==> config.mk <==
export PLATFORM = sky130hd
export DESIGN_NAME = blink_pattern
export DESIGN_NICKNAME = d
export VERILOG_FILES = /design/src/rtl/blink_pattern.sv
export SDC_FILE = /design/constraint.sdc
export NUM_CORES = 1
export LEC_CHECK = 0
export ABC_CLOCK_PERIOD_IN_PS = 5650
export CORE_MARGIN = 2
export CORE_UTILIZATION = 50
export DETAILED_ROUTE_END_ITERATION = 16
export PLACE_DENSITY = 0.73
export SYNTH_ARGS = -nofsm -noshare
export SYNTH_HDL_FRONTEND = slang
export SYNTH_SLANG_ARGS = --single-unit
==> constraint.sdc <==
create_clock -name blink_clk -period 5.65 [get_ports blink_clk]
set_input_delay 0.8475 -clock blink_clk [delete_from_list [all_inputs] [get_ports blink_clk]]
set_output_delay 0.8475 -clock blink_clk [all_outputs]
set_load 0.02 [all_outputs]
==> src/rtl/blink_pattern.sv <==
`default_nettype none
// ============================================================================
// Module      : blink_pattern
// Description : Animated LED pattern driver for lock completion. Patterns
//               step every PERIOD cycles while `complete` is non-zero.
//               Optional macro BLINK_BOUNCE_EN turns mode 11 into bounce.
// Revision    : 1.0 - initial release
// ============================================================================
module blink_pattern #(
    parameter int WIDTH  = 8,
    parameter int PERIOD = 250000
) (
    input  logic             blink_clk,
    input  logic             blink_rst,
    input  logic [WIDTH-1:0] complete,
    input  logic [1:0]       mode,
    output logic [WIDTH-1:0] out,
    output logic             wrap
);

    localparam int                 c_CNT_W   = (PERIOD > 1) ? $clog2(PERIOD) : 1;
    localparam logic [c_CNT_W-1:0] c_CNT_MAX = c_CNT_W'(PERIOD - 1);
    localparam logic [c_CNT_W-1:0] c_CNT_ONE = c_CNT_W'(1);

    localparam logic [0:0] c_ST_IDLE = 1'b0;
    localparam logic [0:0] c_ST_RUN  = 1'b1;

    localparam logic [1:0] c_MODE_CHASE = 2'b00;
    localparam logic [1:0] c_MODE_FLASH = 2'b01;
    localparam logic [1:0] c_MODE_FILL  = 2'b10;
`ifdef BLINK_BOUNCE_EN
    localparam logic [1:0] c_MODE_BOUNCE = 2'b11;
`endif

    localparam logic [WIDTH-1:0] c_ONES = {WIDTH{1'b1}};
    localparam logic [WIDTH-1:0] c_ONE  = WIDTH'(1);

    logic [0:0]         r_state;
    logic [c_CNT_W-1:0] r_cnt;
    logic [1:0]         r_mode;
    logic [WIDTH-1:0]   r_out;
    logic               r_wrap;

    logic               w_active;
    logic               w_tick;
    logic [WIDTH-1:0]   w_entry_start;
    logic [WIDTH-1:0]   w_run_start;
    logic [WIDTH-1:0]   w_next;
    logic               w_restart;

    assign w_active = |complete;
    assign w_tick   = (r_cnt == c_CNT_MAX);

    // Entry uses the live mode input; wrap detection uses the latched one.
    assign w_entry_start = (mode   == c_MODE_FLASH) ? c_ONES : c_ONE;
    assign w_run_start   = (r_mode == c_MODE_FLASH) ? c_ONES : c_ONE;
    assign w_restart     = (w_next == w_run_start);

`ifdef BLINK_BOUNCE_EN
    logic r_dir;
    logic w_next_dir;
`endif

    always_comb begin
        w_next = r_out[WIDTH-1] ? c_ONE : {r_out[WIDTH-2:0], 1'b0};
`ifdef BLINK_BOUNCE_EN
        w_next_dir = r_dir;
`endif
        case (r_mode)
            c_MODE_FLASH: begin
                w_next = ~r_out;
            end
            c_MODE_FILL: begin
                w_next = (r_out == c_ONES) ? '0 : {r_out[WIDTH-2:0], 1'b1};
            end
`ifdef BLINK_BOUNCE_EN
            c_MODE_BOUNCE: begin
                // r_dir=1 means moving right; flip at each end so ends are not repeated.
                w_next = r_dir ? {1'b0, r_out[WIDTH-1:1]} : {r_out[WIDTH-2:0], 1'b0};
                if (w_next == c_ONE) begin
                    w_next_dir = 1'b0;
                end else if (w_next[WIDTH-1]) begin
                    w_next_dir = 1'b1;
                end
            end
`endif
            default: begin
                w_next = r_out[WIDTH-1] ? c_ONE : {r_out[WIDTH-2:0], 1'b0};
            end
        endcase
    end

    always_ff @(posedge blink_clk or posedge blink_rst) begin
        if (blink_rst) begin
            r_state <= c_ST_IDLE;
            r_cnt   <= '0;
            r_mode  <= c_MODE_CHASE;
            r_out   <= '0;
            r_wrap  <= 1'b0;
        end else begin
            r_wrap <= 1'b0;
            case (r_state)
                c_ST_IDLE: begin
                    r_cnt <= '0;
                    r_out <= '0;
                    if (w_active) begin
                        r_state <= c_ST_RUN;
                        r_mode  <= mode;
                        r_out   <= w_entry_start;
                    end
                end
                default: begin
                    // Dropping complete wins over a coincident tick.
                    if (!w_active) begin
                        r_state <= c_ST_IDLE;
                        r_cnt   <= '0;
                        r_out   <= '0;
                    end else if (w_tick) begin
                        r_cnt  <= '0;
                        r_out  <= w_next;
                        r_wrap <= w_restart;
                    end else begin
                        r_cnt <= r_cnt + c_CNT_ONE;
                    end
                end
            endcase
        end
    end

`ifdef BLINK_BOUNCE_EN
    always_ff @(posedge blink_clk or posedge blink_rst) begin
        if (blink_rst) begin
            r_dir <= 1'b0;
        end else if (r_state == c_ST_IDLE) begin
            r_dir <= 1'b0;
        end else if (w_active && w_tick) begin
            r_dir <= w_next_dir;
        end
    end
`endif

    assign out  = r_out;
    assign wrap = r_wrap;

endmodule
`default_nettype wire
* Word level (Yosys, flattened, before mapping)
Index checks and enable logic that the tools add are counted. W data, S select, Z words.
Word-level totals: flip-flop bits (word level) 30, output and inout bits 9, word-level logic and storage cells 33
Cells by class: $add $sub $neg 1, equal/unequal tests 7, muxes and demuxes 16, bitwise logic cells 2, reduce and logical (&&, ||, !) cells 2
Operators with widths (number):
- $mux W8 | 8
- $mux W18 | 3
- $add A18 B1 Y18 const B | 1
- $eq A18 B18 Y1 const B | 1
- $pmux W8 S2 | 1
- $eq A8 B8 Y1 | 1
- $eq A8 B8 Y1 const B | 1
- $not A8 Y8 | 1
- $reduce_or A8 Y1 | 1
- $eq A2 B1 Y1 const B | 2
- $mux W1 | 4
- $ne A3 B2 Y1 const B | 1
- $eq A2 B2 Y1 const B | 1
- $reduce_and A2 Y1 | 1
- $not A1 Y1 | 1

* Depth between registers and ports, before layout
depth after elaboration 7, depth in mapped cells 9, depth with buffers taken out 8

* Worst setup path after synthesis
OpenSTA, ideal clock, no wires.
path type register to register, start register r_mode[0], end register r_wrap, in the netlist wrap, data arrival time 1.919 ns, data required time 5.573 ns, path slack 3.654 ns, stages on the path, launching flop included 10, clock period less this slack 1.996 ns, cells stage by stage dfrtp_1 > inv_1 > ha_1 > buf_6 > inv_2 > nand2_2 > o211a_2 > o21bai_1 > or4_1 > a21oi_1
Between the ends: longest elaborated chain between the ends 6, elaborated cells on any way between the ends 8, classes of those cells 3 x eq/ne; 5 x mux
RTL lines:
- start, declared | RTL line 40 | logic [1:0] r_mode;
- start signal, assigned | RTL line 97 | r_mode <= c_MODE_CHASE;
- start signal, assigned | RTL line 108 | r_mode <= mode;
- $eq A2 B2 Y1 or $eq A2 B1 Y1 (tied branches) | RTL line 69, 56
- $pmux W8 S2 or $mux W8 (tied branches) | RTL line 69, 56
- $eq A8 B8 Y1 (*) | RTL line 57 | assign w_restart = (w_next == w_run_start);
- $mux W1 (*) | RTL line 118 | end else if (w_tick) begin
- $mux W1 (*) | RTL line 114 | if (!w_active) begin
- $mux W1 (*) | RTL line 102 | case (r_state)
- end signal, assigned | RTL line 121 | r_wrap <= w_restart;
- end, declared | RTL line 42 | logic r_wrap;
Every way passes the cells marked *; elsewhere a longest branch is shown, timed or not. A chain may end at the register's enable or synchronous reset.

* Worst setup path in the final report
start input complete[0], end register r_out[7], in the netlist out[7]
Between the ends: longest elaborated chain between the ends 3, elaborated cells on any way between the ends 5, classes of those cells 1 x eq/ne; 3 x mux; 1 x reduce/logical
RTL lines:
- start, declared | RTL line 15 | input logic [WIDTH-1:0] complete,
- $reduce_or A8 Y1 (*) | RTL line 51 | assign w_active = |complete;
- named net w_active | RTL line 44 | logic w_active;
- $mux W8 (on tied branches) | RTL line 106, 114
- $mux W8 | RTL line 102
- end signal, assigned | RTL line 109 | r_out <= w_entry_start;
- end signal, assigned | RTL line 120 | r_out <= w_next;
- end, declared | RTL line 41 | logic [WIDTH-1:0] r_out;
The timed path passes the listed nets; every way through them passes the cells marked *.

==> results.py <==
metrics = {
    "status": {
        "outcome": "finished clean",
    },
    "pwr": {
        "p_sw_mw": 0.261,
        "power_mw": 0.693,
        "powerDensity_nw_per_um2": 347,
        "intPower_mw": 0.432,
        "p_seq_frac": 0.456,
        "p_leak_nw": 0.885,
        "p_sw_frac": 0.376,
        "combinationalPowerShare": 0.355,
        "peakVddDrop_v": 0.000217,
        "power.share.clock": 0.189,
    },
    "setup_path": {
        "worstSetupEndpointType": "flip-flop",
        "r2r_end": "out[7]",
        "critPathKind": "in -> reg",
        "critical_path.startpoint": "complete[0]",
        "start_kind": "primary input",
        "required_ns": 5.87,
        "reg2reg_depth": 5,
        "timing.critical_path.fanout_max": 24,
        "rrSetupSlack_ns": 3.18,
        "endpoint": "out[7]",
        "rr_startpoint": "r_cnt[0]",
        "arrival_ns": 2.82,
    },
    "grt": {
        "grt_pass1_wl_um": 6930,
        "antenna_found_initial": 0,
        "globalRouteTotalUtil": 0.231,
        "overflow": 0,
        "grt_max_degree": 31,
        "first_global_vias": 1441,
    },
    "timing": {
        "hold_viol_final": 0,
        "rsz0062_at_grt": "no",
        "tns_ns": 0,
        "worstMarginPinSlew_ns": 1.10,
        "relSlewSlack": 0.268,
        "finalCritPeriodShare": 0.461,
        "maxSlewViolCount": 0,
        "timing.final.crit_period_ns": 2.61,
        "fin_worst_skew_ns": 0.0107,
        "timing.fmax_mhz": 384,
        "setup_viol": 0,
    },
    "detailed_routing": {
        "drt-total-wl_um": 3960,
        "routedWlPerCell_um": 15.4,
        "wl_met3_um": 192,
        "vias": 1493,
        "wirelength_met1_um": 1800,
        "via_per_inst": 5.81,
        "route.met2.wl_um": 1910,
        "drcViolationCount": 0,
        "dr.pass1.iters": 4,
        "ant_nets": 0,
        "drtIter0Drc": 73,
        "top_layer_used": "met4",
    },
    "clocking": {
        "numCtsBuffers": 5,
        "h-tree-depth": 2,
        "clk_pin_slew_worst_paths_ns": 0.08,
        "cts_resized": 0,
        "cts_setup_buffers": 0,
        "clkSinkCount": 30,
        "clock_path_buffers": 2,
        "cts-root-buf": "clkbuf_4",
        "clkLatencyLatePin_ns": 0.33,
        "ctsHoldBuffers": 0,
        "cts_tree": "yes",
    },
    "placement": {
        "numPortBuffers": 20,
        "gp_congestion": 0.863,
        "dp_hpwl_um": 2910,
    },
    "yosys": {
        "synth_cell_types": 46,
        "synth-async-reset-ratio": 1.00,
        "synth_cells": 188,
        "syn-cell-area_um2": 1710,
        "synth.top_cell.area_share": 0.439,
        "seq_area_frac_synth": 0.439,
        "syn_area_per_cell_um2": 9.09,
        "syn-num-nets": 203,
        "yosysWarnings": 0,
        "synth.area.top_cells": "dfrtp_1, nor2_1, xor2_1",
        "synth_edf_count": 0,
        "synth_ff_type": "dfrtp_1",
        "ys_seq_elements": 30,
        "synth_largest_area_cell": "dfrtp_1",
    },
    "die": {
        "chipHeight_um": 62.5,
        "start_util": 0.516,
        "rows": 21,
        "core-area_um2": 3310,
        "fp.dieW_um": 62.5,
        "io_pins": 21,
        "die_area_um2": 3900,
    },
    "layout": {
        "n_antenna_cell": 0,
        "final_layout_size_suffix_gt1_frac": 0.0853,
        "area_growth_syn_to_layout_pct": 16.8,
        "num-nets-final": 225,
        "fillers": 319,
    },
    "min_path": {
        "min_path_type": "reg -> reg",
        "min_path_cells": 1,
    },
    "job": {
        "cap_violations": 0,
    },
}
==> worst min-delay path by stage <==
stage / from / to / slack (ns)
6_report: r_cnt[0] / r_cnt[0] / 0.47
5_1_grt: r_cnt[0] / r_cnt[0] / 0.49
2_1_floorplan: r_cnt[0] / r_cnt[0] / 0.43
4_1_cts: r_cnt[0] / r_cnt[0] / 0.48
3_5_place_dp: r_cnt[0] / r_cnt[0] / 0.47
3_3_place_gp: r_cnt[0] / r_cnt[0] / 0.45
==> cell families after synthesis <==
logic type,synth area share
buf+inv,0.0403
flops,0.439
mux,0.00586
simple gates,0.269
xor+xnor,0.0820
fa+ha+maj,0.0220
compound gates,0.142
==> through the flow <==
step                      instance area [um^2]  worst slack (ns)  utilization  cells  hold slack [ns]
final                                     2000              3.04        0.603    257            0.470
after global routing                      2000              2.93        0.603    257            0.492
after CTS                                 2000              3.05        0.603    257            0.478
after detailed placement                  1940              2.74        0.585    249            0.465
after global placement                    1940              2.82        0.585    249            0.445
after floorplan                           1710              3.65            -    188            0.433
==> cell usage in the layout, fill, tap and decap left out, drive strengths merged, types with 3 or more instances in the layout <==
cell type	netlist	final
nor4	4	4
dfrtp	30	30
inv	10	10
and3	5	5
nand2	16	16
nand4	6	6
nor2b	3	3
clkbuf	0	7
o22a	8	8
clkdlybuf4s50	0	20
o21ai	7	7
nor3	3	3
xnor2	7	7
xor2	9	9
a21oi	10	10
nand3	10	10
nor2	30	30
ha	3	3
==> Yosys cell counts (2+ instances only) <==
master and count:
nand2_1 15, a21oi_1 10, buf_2 4, nor4_1 3, nand4_1 5, and3_1 5
ha_1 3, o32ai_1 2, nand3_1 10, o22ai_1 2, dfrtp_1 30, nor3b_1 2
xnor2_1 7, nor3_1 2, o22a_1 7, inv_1 9, o21ai_0 6, xor2_1 9
nor2_1 30
==> final cells by class <==
cell class	count	area (um^2)	share of cell area
repair buffers	20	200	0.100
clock buffers	7	55.1	0.0276
flip-flops and latches	30	751	0.376
multi-input cells	143	890	0.446
well taps	46	57.6	0.0288
clock inverters	1	5.00	0.00251
inverters	10	37.5	0.0188
==> power groups by stage <==
stage	combinational [mW]	sequential [mW]	clock [mW]
6_report	0.246	0.316	0.131
5_1_grt	0.277	0.324	0.147
4_1_cts	0.247	0.315	0.137
3_5_place_dp	0.246	0.320	0
3_3_place_gp	0.239	0.317	0
2_1_floorplan	0.171	0.314	0
==> critical path, cell delays in order <==
cell and delay [ns]:
clkdlybuf4s50_1 0.45, nor4_1 0.05, and2_1 0.19, inv_1 0.10, nand3_1 0.67, o22a_2 0.51
==> registers in the layout (all words and copies together), names as in the netlist <==
name     flops
r_cnt       18
out          8
r_mode       2
r_state      1
wrap         1
==> per-layer routing <==
layer,track usage,vias up
met4,0.0806,0
met2,0.341,37
met1,0.318,746
met5,0,-
li1,-,704
met3,0.0775,6
No activity file was read; power rests on OpenSTA's default activity.
